## config.mk

```make
export PLATFORM = sky130hd
export DESIGN_NAME = pupil_moment_sequencer_flat
export DESIGN_NICKNAME = d
export VERILOG_FILES = /design/src/rtl/pupil_moment_sequencer_if.sv /design/src/rtl/pupil_moment_sequencer.sv /design/src/flat_wrapper.sv
export SDC_FILE = /design/constraint.sdc
export NUM_CORES = 1
export LEC_CHECK = 0
export CORE_MARGIN = 2
export CORE_UTILIZATION = 50
export DETAILED_ROUTE_END_ITERATION = 12
export MAX_ROUTING_LAYER = met4
export PLACE_DENSITY = 0.67
export RECOVER_POWER = 50
export SYNTH_ARGS = -nofsm -noshare
export SYNTH_HDL_FRONTEND = slang
export SYNTH_SLANG_ARGS = --single-unit
```

## constraint.sdc

```tcl
create_clock -name clk -period 5.8 [get_ports clk]
set_input_delay 1.74 -clock clk [delete_from_list [all_inputs] [get_ports clk]]
set_output_delay 1.74 -clock clk [all_outputs]
set_load 0.02 [all_outputs]
```

## src/rtl/pupil_moment_sequencer_if.sv

```systemverilog
// Streaming handshake between the binarizer, the moment sequencer and the
// centre-of-gravity divider: pixel words in, frame moments and status out.
interface pupil_moment_sequencer_if #(
  parameter int BIT_WIDTH = 3,
  parameter int ACC_WIDTH = 32
);
    logic                       sof;
    logic                       valid;
    logic [(1<<BIT_WIDTH)-1:0]  pix;
    logic                       eol;
    logic                       eof;
    logic                       busy;
    logic                       done;
    logic                       abort;
    logic                       ovf;
    logic [ACC_WIDTH-1:0]       area;
    logic [ACC_WIDTH-1:0]       sum_x;
    logic [ACC_WIDTH-1:0]       sum_y;

    modport master (
        output sof, valid, pix, eol, eof,
        input  busy, done, abort, ovf, area, sum_x, sum_y
    );

    modport slave (
        input  sof, valid, pix, eol, eof,
        output busy, done, abort, ovf, area, sum_x, sum_y
    );
endinterface

```

## src/rtl/pupil_moment_sequencer.sv

```systemverilog
// Accumulates area and first moments (sum x, sum y) of a binarized frame
// streamed word by word, and sequences frame start, flush, done and abort.
module pupil_moment_sequencer #(
    parameter int BIT_WIDTH = 3,
    parameter int XW_LOG    = 7,
    parameter int Y_LOG     = 9,
    parameter int ACC_WIDTH = 32
) (
    input logic                  clk,
    input logic                  rst_n,
    pupil_moment_sequencer_if.slave bus
);

    localparam int NPIX    = 1 << BIT_WIDTH;
    localparam int PC_W    = BIT_WIDTH + 1;
    localparam int BX_W    = 2 * BIT_WIDTH;
    localparam int XINC_W  = 2 * BIT_WIDTH + 2 + XW_LOG;
    localparam int YINC_W  = PC_W + Y_LOG;
    localparam int MAX_W0  = (XINC_W > YINC_W) ? XINC_W : YINC_W;
    // One spare bit above everything so a saturating add can see the carry.
    localparam int EW      = ((ACC_WIDTH > MAX_W0) ? ACC_WIDTH : MAX_W0) + 1;

    typedef enum logic [1:0] {IDLE, ACCUM, FLUSH, DONE} state_t;

    function automatic logic [PC_W-1:0] popcount(input logic [NPIX-1:0] w);
        logic [PC_W-1:0] n;
        n = '0;
        for (int i = 0; i < NPIX; i++) n = n + PC_W'(w[i]);
        return n;
    endfunction

    // Sum of bit indices of set pixels, built from per-index-bit masks.
    function automatic logic [BX_W-1:0] bit_moment(input logic [NPIX-1:0] w);
        logic [BX_W-1:0] s;
        logic [NPIX-1:0] m;
        s = '0;
        for (int k = 0; k < BIT_WIDTH; k++) begin
            for (int i = 0; i < NPIX; i++) m[i] = 1'((i >> k) & 1);
            s = s + (BX_W'(popcount(w & m)) << k);
        end
        return s;
    endfunction

    function automatic logic [ACC_WIDTH:0] sat_add(input logic [ACC_WIDTH-1:0] acc,
                                                   input logic [EW-1:0] inc);
        logic [EW-1:0] sum;
        sum = EW'(acc) + inc;
        if (sum > {{(EW-ACC_WIDTH){1'b0}}, {ACC_WIDTH{1'b1}}})
            return {1'b1, {ACC_WIDTH{1'b1}}};
        return {1'b0, sum[ACC_WIDTH-1:0]};
    endfunction

    state_t                 state;
    logic                   flush_cnt;
    logic                   busy_r, done_r, abort_r, ovf_r;
    logic [ACC_WIDTH-1:0]   area_r, sum_x_r, sum_y_r;

    logic [XW_LOG-1:0]      word_x, base_x, next_x;
    logic [Y_LOG-1:0]       word_y, base_y, next_y;
    logic                   coord_ovf;
    logic                   take;
    logic                   in_frame;

    logic                   vld_p1;
    logic [PC_W-1:0]        pc_p1;
    logic [BX_W-1:0]        bx_p1;
    logic [XW_LOG-1:0]      x_p1;
    logic [Y_LOG-1:0]       y_p1;

    logic [ACC_WIDTH-1:0]   area_p2, sumx_p2, sumy_p2;
    logic                   ovf_pend;

    logic [EW-1:0]          inc_area, inc_x, inc_y;
    logic [ACC_WIDTH:0]     area_nx, sumx_nx, sumy_nx;

    assign in_frame = (state == ACCUM) || (state == FLUSH);
    assign take     = bus.valid && (bus.sof || state == ACCUM);

    // Coordinates restart at the origin when the word arrives with sof.
    always_comb begin
        base_x    = bus.sof ? '0 : word_x;
        base_y    = bus.sof ? '0 : word_y;
        next_x    = base_x;
        next_y    = base_y;
        coord_ovf = 1'b0;
        if (take) begin
            if (bus.eol) begin
                next_x = '0;
                if (&base_y) coord_ovf = 1'b1;
                else         next_y    = base_y + Y_LOG'(1);
            end else begin
                if (&base_x) coord_ovf = 1'b1;
                else         next_x    = base_x + XW_LOG'(1);
            end
        end
    end

    // Stage 1: popcount and in-word x moment of the accepted word.
    always_ff @(posedge clk) begin
        if (take) begin
            pc_p1 <= popcount(bus.pix);
            bx_p1 <= bit_moment(bus.pix);
            x_p1  <= base_x;
            y_p1  <= base_y;
        end
    end

    assign inc_area = EW'(pc_p1);
    assign inc_x    = ((EW'(pc_p1) * EW'(x_p1)) << BIT_WIDTH) + EW'(bx_p1);
    assign inc_y    = EW'(pc_p1) * EW'(y_p1);
    assign area_nx  = sat_add(area_p2, inc_area);
    assign sumx_nx  = sat_add(sumx_p2, inc_x);
    assign sumy_nx  = sat_add(sumy_p2, inc_y);

    // Stage 2: saturating accumulation; sof discards the in-flight word.
    always_ff @(posedge clk or negedge rst_n) begin
        if (!rst_n) begin
            vld_p1   <= 1'b0;
            word_x   <= '0;
            word_y   <= '0;
            area_p2  <= '0;
            sumx_p2  <= '0;
            sumy_p2  <= '0;
            ovf_pend <= 1'b0;
        end else begin
            vld_p1 <= take;
            word_x <= next_x;
            word_y <= next_y;
            if (bus.sof) begin
                area_p2  <= '0;
                sumx_p2  <= '0;
                sumy_p2  <= '0;
                ovf_pend <= coord_ovf;
            end else if (vld_p1) begin
                area_p2  <= area_nx[ACC_WIDTH-1:0];
                sumx_p2  <= sumx_nx[ACC_WIDTH-1:0];
                sumy_p2  <= sumy_nx[ACC_WIDTH-1:0];
                ovf_pend <= ovf_pend | coord_ovf | area_nx[ACC_WIDTH]
                          | sumx_nx[ACC_WIDTH] | sumy_nx[ACC_WIDTH];
            end else begin
                ovf_pend <= ovf_pend | coord_ovf;
            end
        end
    end

    // Frame sequencer; flush covers the two pipeline stages before results latch.
    always_ff @(posedge clk or negedge rst_n) begin
        if (!rst_n) begin
            state     <= IDLE;
            flush_cnt <= 1'b0;
            busy_r    <= 1'b0;
            done_r    <= 1'b0;
            abort_r   <= 1'b0;
            ovf_r     <= 1'b0;
            area_r    <= '0;
            sum_x_r   <= '0;
            sum_y_r   <= '0;
        end else begin
            done_r  <= 1'b0;
            abort_r <= 1'b0;
            if (bus.sof) begin
                state     <= ACCUM;
                flush_cnt <= 1'b0;
                busy_r    <= 1'b1;
                abort_r   <= in_frame;
            end else begin
                case (state)
                    IDLE: busy_r <= 1'b0;
                    ACCUM: begin
                        if (bus.eof) begin
                            state     <= FLUSH;
                            flush_cnt <= 1'b0;
                        end
                    end
                    FLUSH: begin
                        if (flush_cnt) begin
                            state   <= DONE;
                            busy_r  <= 1'b0;
                            done_r  <= 1'b1;
                            ovf_r   <= ovf_pend;
                            area_r  <= area_p2;
                            sum_x_r <= sumx_p2;
                            sum_y_r <= sumy_p2;
                        end else begin
                            flush_cnt <= 1'b1;
                        end
                    end
                    DONE:    state <= IDLE;
                    default: state <= IDLE;
                endcase
            end
        end
    end

    assign bus.busy  = busy_r;
    assign bus.done  = done_r;
    assign bus.abort = abort_r;
    assign bus.ovf   = ovf_r;
    assign bus.area  = area_r;
    assign bus.sum_x = sum_x_r;
    assign bus.sum_y = sum_y_r;

endmodule

```

## src/flat_wrapper.sv

```systemverilog
// flat-port wrapper written by rule: the top's interface ports become plain ports
module pupil_moment_sequencer_flat 
#(
    parameter int BIT_WIDTH = 3,
    parameter int XW_LOG    = 7,
    parameter int Y_LOG     = 9,
    parameter int ACC_WIDTH = 32
)
  (clk, rst_n, bus_sof, bus_valid, bus_pix, bus_eol, bus_eof, bus_busy, bus_done, bus_abort, bus_ovf, bus_area, bus_sum_x, bus_sum_y);
  pupil_moment_sequencer_if #(.BIT_WIDTH(BIT_WIDTH), .ACC_WIDTH(ACC_WIDTH)) bus_i ();
  input logic clk;
  input logic rst_n;
  input wire logic [$bits(bus_i.sof)-1:0] bus_sof;
  input wire logic [$bits(bus_i.valid)-1:0] bus_valid;
  input wire logic [$bits(bus_i.pix)-1:0] bus_pix;
  input wire logic [$bits(bus_i.eol)-1:0] bus_eol;
  input wire logic [$bits(bus_i.eof)-1:0] bus_eof;
  output wire logic [$bits(bus_i.busy)-1:0] bus_busy;
  output wire logic [$bits(bus_i.done)-1:0] bus_done;
  output wire logic [$bits(bus_i.abort)-1:0] bus_abort;
  output wire logic [$bits(bus_i.ovf)-1:0] bus_ovf;
  output wire logic [$bits(bus_i.area)-1:0] bus_area;
  output wire logic [$bits(bus_i.sum_x)-1:0] bus_sum_x;
  output wire logic [$bits(bus_i.sum_y)-1:0] bus_sum_y;
  assign bus_i.sof = bus_sof;
  assign bus_i.valid = bus_valid;
  assign bus_i.pix = bus_pix;
  assign bus_i.eol = bus_eol;
  assign bus_i.eof = bus_eof;
  assign bus_busy = bus_i.busy;
  assign bus_done = bus_i.done;
  assign bus_abort = bus_i.abort;
  assign bus_ovf = bus_i.ovf;
  assign bus_area = bus_i.area;
  assign bus_sum_x = bus_i.sum_x;
  assign bus_sum_y = bus_i.sum_y;
  pupil_moment_sequencer #(.BIT_WIDTH(BIT_WIDTH), .XW_LOG(XW_LOG), .Y_LOG(Y_LOG), .ACC_WIDTH(ACC_WIDTH)) u_core (.clk(clk), .rst_n(rst_n), .bus(bus_i));
endmodule
```

==> results.md <==
- Run status: complete, but fails checks
- Failing checks: max-capacitance violations, max-slew violations
- Sequential fraction of design power: between 30% and 40%
- Slew Viols, Final: between 150 and 200
- Commonest cells post-synth: 377 x nand2_1, 217 x dfrtp_1, 95 x inv_1
- Sink Count: around 240
- Detail Placement HPWL: 22820 um
- RR Endpoint: u_core.sumx_p2[30]$_DFFE_PN0P_
- DP Area: between 15000 and 20000 um2
- Design Power: 6.615 mW
- CP cell instances: and2_1, fa_1, inv_1, fa_1, inv_1, ha_1, a211oi_1, nor3b_1, o21a_1, o21ai_0, o21ai_0, xor2_1, ha_1, nand3_1, a211oi_1, a21o_1, o211a_2, nand2_1, o311a_1
- VDD IR max: 0.0002816 V
- Total global routing overflow: 0
- Width of the die: around 170 um
- Combinational fraction of design power: about two fifths
- Area grow syn2layout: 16.88%
- Top cells by area in the synthesized netlist: dfrtp_1 38%, nand2_1 9.9%, ha_1 7.1%
- CTS tree: yes
- Fmax: around 0.18 GHz
- Final ANT Viol Nets: 0
- Clock share of power: 27.6%
- Fin Hold WS: ~470 ps
- Root Buffer Master: clkbuf_16
- Post-synth EDFFs: 26
- Initial core utilization: 51.16%
- First-pass GRT wire length: between 50000 and 60000 um
- CP max stage cell: fa_1
- Max-slew headroom: -68.71%
- Yosys cell types: between 60 and 70
- Initial antenna violation count: 0
- Worst EP required: between 6000 and 7000 ps
- Post-route cell area: 16750 um2
- # Max-Cap Violations: 4
- Core area: ~28000 um2
- Clk Latency, worst-skew pair: between 500 and 600 ps
- Largest net degree at the start of global routing: slightly above 100
- Pleak: 8.030 nW
- GP Congestion: slightly below 0.9
- Hold Violations, Final: 0
- Post_cts resized: 0
- Drt first pass iters: 5
- TritonCTS Buffers: 28
- Vias in the first global route: between 10000 and 15000
- Tcrit/Tclk final: ~93%
- Count leader, synth: nand2_1
- Worst setup slack after layout: roughly 380 ps
- Detailed-route wire length: 32710 um
- Placed cells: 1986
- Ys flop type: dfrtp_1
- Sw Ratio: a little under two fifths
- Postcts setup bufs: 0
- R2R Setup Slk: 380 ps
- Hold path start: u_core.bus.area[17]$_DFFE_PN0P_
- Hold Path Class: reg2reg
- Synthesized cell area: 14330 um2
- Total GRT Usage: a little under a quarter
- Critical Path Max Stage Delay: ~530 ps
- CP Launch Type: flip-flop
- Syn Nets: roughly 1700
- Iter 0 DRT Violations: 804
- Internal: 4.131 mW
- Remaining DRCs: 0
- Setup_tns: 0 ps
- Total number of vias: ~11000
- Clk buf depth: 3
- Avg WL per Cell: between 15 and 20 um
- Post-synth top area cell: dfrtp_1
- Hold Path Cell Cnt: 2
- Syn. warnings: 0
- Fin nets: roughly 1800
- Worst-path clk slew: ~60 ps
- Cells after Synth: roughly 1500
- Power Density: slightly below 400 nW/um2
- Hold Path Sink: u_core.bus.area[17]$_DFFE_PN0P_
- Finished Layout Cells: 2034
- Worst-case reg-to-reg path depth: 19
- Boundary pin count: approximately 110
- Layout Skew: 18.11 ps
- Antenna diodes: 0
- Crit path capture type: flip-flop
- Worst-path fanout max: 9
- Rows: 61
- Post-synth ARST share: approximately 89%
- CTS H-tree lvls: 1
- DIE AREA: 30030 um2
- Tmin final: around 5400 ps
- PortBufs: roughly 110
- Switching Power: 2.484 mW
- Register area share after synthesis: 43.34%
- CP arrival: ~5800 ps
- Crit Path Class: reg2reg
- Fraction of layout cells with a size suffix above 1: 5.254%
- Synth top area share: about 38%
- Yosys reg bits: ~240
- Slew @ Worst Pin: 2531 ps
- Post-layout util: 59.79%
- Worst slack at placement: ~290 ps
- Die Ht: ~170 um
- Avg Cell Area, Syn: about 9.3 um2
- Final setup fails: 0
- Via density: between 5 and 6
- CTS Hold Bufs: 0
- RSZ-0062 raised after global routing: no
- FF-to-FF Start: u_core.x_p1[1]$_DFFE_PP_
==> worst max-delay path: cells and delay by family (launching register included) <==
family	cells	cell delay (ps)
compound gates	8	2180
xor+xnor	1	180
fa+ha+maj	4	1800
buf+inv	2	90
flops	1	420
simple gates	4	640
==> placed cells by master (no fill, tap or decap), types with 32 or more instances in the layout <==
cell / count
fa_1: 47
nand3_1: 34
clkdlybuf4s50_1: 107
nand2_1: 377
o21ai_0: 44
ha_1: 81
inv_1: 96
and2_1: 50
a21oi_1: 69
dfrtp_1: 216
and3_1: 32
nor2_1: 92
==> power groups by stage <==
stage | clock [mW] | combinational (mW) | sequential (mW)
after floorplan | 0 | 2.10 | 2.05
after global placement | 0 | 2.69 | 2.08
after detailed placement | 0 | 2.72 | 2.08
after CTS | 1.87 | 2.74 | 2.05
after global routing | 1.93 | 3.09 | 2.07
final | 1.83 | 2.74 | 2.05
==> layout make-up <==
class / count / area, um2
Clock buffer: 39 / 855.8
Clock inverter: 9 / 113.9
Fill cell: 2500 / 11260
Inverter: 96 / 360.3
Multi-Input combinational cell: 1141 / 7520
Sequential cell: 243 / 6212
Tap cell: 378 / 473.0
Timing Repair Buffer: 128 / 1214
==> state kept, by name (all words and copies together) (netlist names), 2 cells and up <==
register,flops
u_core.bus.area,32
u_core.bus.sum_y,32
u_core.bus.sum_x,32
u_core.bx_p1,6
u_core.sumx_p2,32
u_core.word_x,7
u_core.x_p1,7
u_core.y_p1,9
u_core.area_p2,32
u_core.pc_p1,4
u_core.sumy_p2,32
u_core.state,2
u_core.word_y,9
==> cells by family (layout without fill, tap and decap cells) <==
family,Yosys count,count (layout),share of synthesized area [%]
AO/OA/AOI/OAI,266,266,13.13
XOR/XNOR,53,53,3.239
adder cells (fa/ha/maj),128,128,13.64
buffers and inverters,161,272,4.339
flip-flops,243,243,43.34
multiplexers,12,12,0.8470
AND/OR/NAND/NOR,682,682,21.46
==> metal layers <==
| layer | wire (um) | track usage (%) | vias to the layer above | share of wire (%) |
|---|---|---|---|---|
| met2 | 15520 | 36.75 | 213 | 47 |
| met1 | 15280 | 29.87 | 5496 | 47 |
| met4 | 686 | 6.497 | 0 | 2.1 |
| met5 | 0 | - | - | 0 |
| met3 | 1220 | 2.675 | 47 | 3.7 |
| li1 | - | - | 5473 | - |
==> worst max path at each step <==
stage                                    startpoint                        endpoint  slack (ps)  depth (start not counted)
after global placement     u_core.x_p1[1]$_DFFE_PP_       u_core.ovf_pend$_DFF_PN0_         380                         19
after global routing      u_core.pc_p1[3]$_DFFE_PP_  u_core.sumx_p2[27]$_DFFE_PN0P_          20                         20
after detailed placement   u_core.x_p1[1]$_DFFE_PP_       u_core.ovf_pend$_DFF_PN0_         290                         19
after CTS                  u_core.x_p1[1]$_DFFE_PP_  u_core.sumx_p2[31]$_DFFE_PN0P_         230                         21
final                      u_core.x_p1[1]$_DFFE_PP_  u_core.sumx_p2[30]$_DFFE_PN0P_         380                         19
after floorplan           u_core.pc_p1[3]$_DFFE_PP_  u_core.sumx_p2[30]$_DFFE_PN0P_         500                         20
(Power assumes the default switching activity.)
==> variant 1: new RTL, same flow settings <==
Take the reset off `word_y` and load it in a clocked block of its own.
--- a/src/rtl/pupil_moment_sequencer.sv
+++ b/src/rtl/pupil_moment_sequencer.sv
@@ -117,7 +117,6 @@
         if (!rst_n) begin
             vld_p1   <= 1'b0;
             word_x   <= '0;
-            word_y   <= '0;
             area_p2  <= '0;
             sumx_p2  <= '0;
             sumy_p2  <= '0;
@@ -125,7 +124,6 @@
         end else begin
             vld_p1 <= take;
             word_x <= next_x;
-            word_y <= next_y;
             if (bus.sof) begin
                 area_p2  <= '0;
                 sumx_p2  <= '0;
@@ -141,6 +139,10 @@
                 ovf_pend <= ovf_pend | coord_ovf;
             end
         end
+    end
+
+    always_ff @(posedge clk) begin
+        word_y <= next_y;
     end
 
     // Frame sequencer; flush covers the two pipeline stages before results latch.
Behaviour: no difference found for any inputs over 4 cycles, from zero or initial values and one cycle with rst_n low; that may be too few to reach the edited logic, so the function may still have changed.
==> variant 1 against the unedited design <==
The flow still finishes with violations (max-capacitance violations, max-slew violations). Synthesized area is 0.87% lower. Power down 3.3%. Design area decreased by 0.85%. Count of clock-buffer cells in the layout is 3 lower. Final cell count down 0.69%. Wire length up 0.53%. Setup slack worse by 0.076 ns. Sequential cell count stayed put. Largest power group unchanged.
==> variant 1: results (changes against the unedited design) <==
drt:
  wl_per_cell_um: 16.3  # +1.2%
  wl_met1_um: 15200  # -0.64%
  dr.first_iter.drc_count: 684  # -15%
  wl_met2_um: 15600  # +0.53%
  highest_layer: "met4"
  wl_met3_um: 1400  # +15%
  postRouteWirelength_um: 32900  # +0.53%
timing:
  worst_pin_slew_ns: 2.16  # -0.371 ns
  drv_slew: 303  # +56%
  fin_skew_ns: 0.0183  # +0.000193 ns
global_route:
  gr-usage-met2: 0.369  # +0.00131
  grt_start_max_net_pins: 96  # -5.9%
  grt_use_total: 0.227  # +0.00119
  grt_pass1_wl_um: 54800  # -0.71%
  global_route.usage.met1: 0.304  # +0.00577
  grt_pass1_vias: 10900  # -2.4%
power:
  ir_worst_vdd_mv: 0.208  # -26%
  clock_power_share: 0.265  # -0.011
  leakage_nw: 7.96  # -0.89%
  p_seq_frac: 0.323  # +0.014
clock_tree:
  numCtsBuffers: 27  # -3.6%
logic_synthesis:
  synth_cells: 1521  # -1.6%
  synth_common_cells: "356 x nand2_1, 208 x dfrtp_1, 107 x nor2_1"
  async_flop_share: 0.856  # -0.0370
  synth.area.top_cells: "dfrtp_1 37%, nand2_1 9.4%, ha_1 7.1%, fa_1 6.6%, edfxtp_1 5.5%"
  ys_types: 83  # +24%
  syn_nets: 1663  # -1.4%
place:
  placed_cells: 1971  # -0.76%
  dp_slack_ns: 0.186  # -0.101 ns
  place_congestion: 0.878  # about the same
  place_hpwl_um: 23500  # +3.1%
setup_path:
  cp_max_fo: 14  # +5
  slowest_delay_ns: 0.55  # +0.02 ns
layout:
  drive_above_1_share: 0.0615  # +0.00897
  num-fill-cells: 2404  # -3.8%
  nets: 1764  # -0.90%
outcome:
  violations: "max-capacitance violations, max-slew violations"
  outcome: "finished with violations"
flow_run:
  drv_cap: 5  # +1
[variant 1: cell count changes after synthesis, moves of 9 or more]
cell and change:
and2_1 -10, a211oi_2 +10, nor2_1 +15, o21ai_1 +10, a21oi_1 -15, o21ai_0 -11
dfrtp_1 -9, dfxtp_1 +9, nand2_1 -21
[variant 1: final timing paths]
kind,start,endpoint,slack (ns),cells after the start
worst max-delay path,u_core.pc_p1[3],u_core.sumx_p2[28],0.30,23
min in group asynchronous,rst_n,u_core.bus.area[22],1.79,1
worst min register to register,u_core.bus.sum_y[18],u_core.bus.sum_y[18],0.47,2
max in group asynchronous,rst_n,u_core.bus.sum_x[13],1.01,2
worst max register to register,u_core.pc_p1[3],u_core.sumx_p2[28],0.30,23
worst min-delay path,u_core.bus.sum_y[18],u_core.bus.sum_y[18],0.47,2
[variant 1: through the flow]
stage                     utilization  total power [mW]  setup TNS [ns]  area, µm²  hold WS (ns)
after floorplan                     -              4.07               0      14200         0.454
after global placement          0.564              4.65               0      15700         0.458
after detailed placement        0.564              4.69               0      15700         0.462
after CTS                       0.596              6.41               0      16600         0.476
after global routing            0.596              6.87        -0.00582      16600         0.492
final                           0.596              6.40               0      16600         0.469
[variant 1: cells by family (layout without fill, tap and decap cells)]
logic type / Yosys count / count (layout) / share of synthesized area
simple gates: 682 / 682 / 0.221
compound gates: 246 / 246 / 0.124
flops: 243 / 243 / 0.434
buf+inv: 160 / 281 / 0.0447
fa+ha+maj: 128 / 128 / 0.138
xor+xnor: 50 / 50 / 0.0308
mux: 12 / 12 / 0.00854
[variant 1: layout make-up]
cell class,instances,share of cell area
Clock buffer,36,0.0476
Clock inverter,13,0.00573
Inverter,100,0.0226
Multi-Input combinational cell,1118,0.449
Sequential cell,243,0.371
Tap cell,378,0.0285
Timing Repair Buffer,132,0.0752
==> variant 2: new RTL, same settings <==
Made on the original files. `BIT_WIDTH` is set to 3 in 3 places; all go to 5.
--- a/src/rtl/pupil_moment_sequencer_if.sv
+++ b/src/rtl/pupil_moment_sequencer_if.sv
@@ -1,7 +1,7 @@
 // Streaming handshake between the binarizer, the moment sequencer and the
 // centre-of-gravity divider: pixel words in, frame moments and status out.
 interface pupil_moment_sequencer_if #(
-  parameter int BIT_WIDTH = 3,
+  parameter int BIT_WIDTH = 5,
   parameter int ACC_WIDTH = 32
 );
     logic                       sof;
--- a/src/rtl/pupil_moment_sequencer.sv
+++ b/src/rtl/pupil_moment_sequencer.sv
@@ -1,7 +1,7 @@
 // Accumulates area and first moments (sum x, sum y) of a binarized frame
 // streamed word by word, and sequences frame start, flush, done and abort.
 module pupil_moment_sequencer #(
-    parameter int BIT_WIDTH = 3,
+    parameter int BIT_WIDTH = 5,
     parameter int XW_LOG    = 7,
     parameter int Y_LOG     = 9,
     parameter int ACC_WIDTH = 32
--- a/src/flat_wrapper.sv
+++ b/src/flat_wrapper.sv
@@ -1,7 +1,7 @@
 // flat-port wrapper written by rule: the top's interface ports become plain ports
 module pupil_moment_sequencer_flat 
 #(
-    parameter int BIT_WIDTH = 3,
+    parameter int BIT_WIDTH = 5,
     parameter int XW_LOG    = 7,
     parameter int Y_LOG     = 9,
     parameter int ACC_WIDTH = 32
Interface: changed (resized bus_pix); port bits go from 114 to 138. No check against the original RTL was run, so the function may have changed too.
==> variant 2 against the unedited design <==
The flow finishes with violations (max-capacitance violations, max-slew violations, negative setup slack). Design area up 39%. Worst hold slack better by 0.0066 ns. Synthesized area up 29%. Critical path depth up 6. Wire length up 34%. Sequential cell count up 6. Setup slack worse by 2.0 ns. Sequential share of layout area down 9.6 points.
Power is not shown: default switching activity piles up to over one toggle a cycle in this logic, so the estimate is an artifact.
==> variant 2: results (changes against the unedited design) <==
layout:
  clkbuf_count: 37  # -5.1%
  inverters: 227  # +140%
  clkCellAreaFrac: 0.0379  # -0.0200
  fin_util: 0.638  # +0.0396
  multi_input_gates: 1420  # +24%
  nets: 2565  # +44%
  buffers_excl_clock: 319  # +150%
  drive_above_1_share: 0.176  # +0.123
  seq-cell-share: 0.275  # -0.0964
  layout.nonclk_buf_frac: 0.121  # +0.0484
logic_synthesis:
  ys_types: 75  # +12%
  synth_xor_area_frac: 0.0365  # +0.00406
  synth_common_cells: "360 x nand2_1, 225 x inv_1, 217 x dfrtp_1"
  synth_edf_count: 32  # +23%
  synth-seq-area-share: 0.345  # -0.0880
  synth.area.top_cells: "dfrtp_1 29%, fa_1 16%, ha_1 9.3%, nand2_1 7.3%, edfxtp_1 5.2%"
  async_flop_share: 0.871  # -0.0215
  muxShareOfSynthArea: 0.00879  # +0.000323
  syn_nets: 2285  # +35%
  synthAdderAreaFrac: 0.251  # +0.115
  synth_cells: 1963  # +27%
clock_tree:
  numCtsBuffers: 26  # -7.1%
  cts.sinks: 249  # +2.5%
setup_path:
  slowest_delay_ns: 0.51  # -0.02 ns
  cp_max_fo: 3  # -6
  worstPathArrival_ns: 7.73  # +1.89 ns
outcome:
  violations: "max-capacitance violations, max-slew violations, negative setup slack"
  outcome: "finished with violations"
global_route:
  grt_pass1_wl_um: 71700  # +30%
  grt_use_total: 0.233  # +0.00707
  grt_start_max_net_pins: 107  # +4.9%
flow_run:
  drv_cap: 4  # unchanged
timing:
  finalSetupViolCount: 36  # +36
  final.setup.tns_ns: -11.39  # -11.39 ns
  worst_slack_ns: -1.64  # -2.01 ns
  maxSlewHeadroom: -0.857  # -0.169
  drv_slew: 271  # +40%
drt:
  wl_met2_um: 21200  # +36%
  dr.first_iter.drc_count: 847  # +5.3%
  wl_met1_um: 19600  # +28%
  via_count: 14700  # +31%
  wl_met3_um: 1890  # +55%
  wl_per_cell_um: 16.0  # -0.43%
place:
  dp_slack_ns: -2.73  # -3.02 ns
  placed_cells: 2654  # +34%
  place_congestion: 0.910  # +3.7%
  port_buffers: 137  # +21%
die:
  core_mm2: 0.0365  # +30%
variant 2: cell types whose count changed in the layout (fill, tap and decap cells not counted), sizes merged, moves of 17 or more:
cell   delta
nand2    -17
o21ai    +17
inv     +127
buf     +175
nor3     +20
nor2     +35
ha       +57
xnor2    +19
fa       +99
variant 2: path summary, 6_finish.rpt:
| path | endpoint | slack [ns] | startpoint |
|---|---|---|---|
| max | u_core.bx_p1[9] | -1.64 | bus_pix[3] |
| min in group asynchronous | u_core.bus.sum_x[23] | 2.06 | rst_n |
| max in group asynchronous | u_core.sumy_p2[5] | 0.82 | rst_n |
| min reg2reg | u_core.bus.sum_x[29] | 0.47 | u_core.bus.sum_x[29] |
| max reg2reg | u_core.sumx_p2[16] | -0.12 | u_core.x_p1[3] |
| min | u_core.bus.sum_x[29] | 0.47 | u_core.bus.sum_x[29] |
variant 2: timing repair:
item	4_1_cts	5_1_grt
endpoints found under the setup margin	46	54
pin swaps	66	72
gates resized for setup	109	104
buffers inserted	13	18
variant 2: worst register-to-register path, cell delays in order, from the launching register on:
cell and delay, ns:
edfxtp_1 0.44, and2_4 0.20, fa_1 0.53, inv_1 0.06, fa_1 0.47, fa_1 0.53
inv_2 0.05, ha_4 0.24, nor2b_2 0.16, o31a_1 0.35, buf_4 0.15, a21oi_1 0.16
nand3b_1 0.15, nor3_2 0.20, nand3b_1 0.14, xnor2_2 0.29, buf_4 0.19, ha_4 0.19
a211o_1 0.29, o221ai_2 0.16, o31a_4 0.24, nor2_4 0.08, buf_6 0.12, nor2_4 0.12
buf_6 0.15, a311oi_2 0.08
variant 2: metal layers:
metal	vias up	track usage
met4	0	0.0671
met2	349	0.390
met3	83	0.0281
met1	7193	0.299
met5	-	-
li1	7097	-
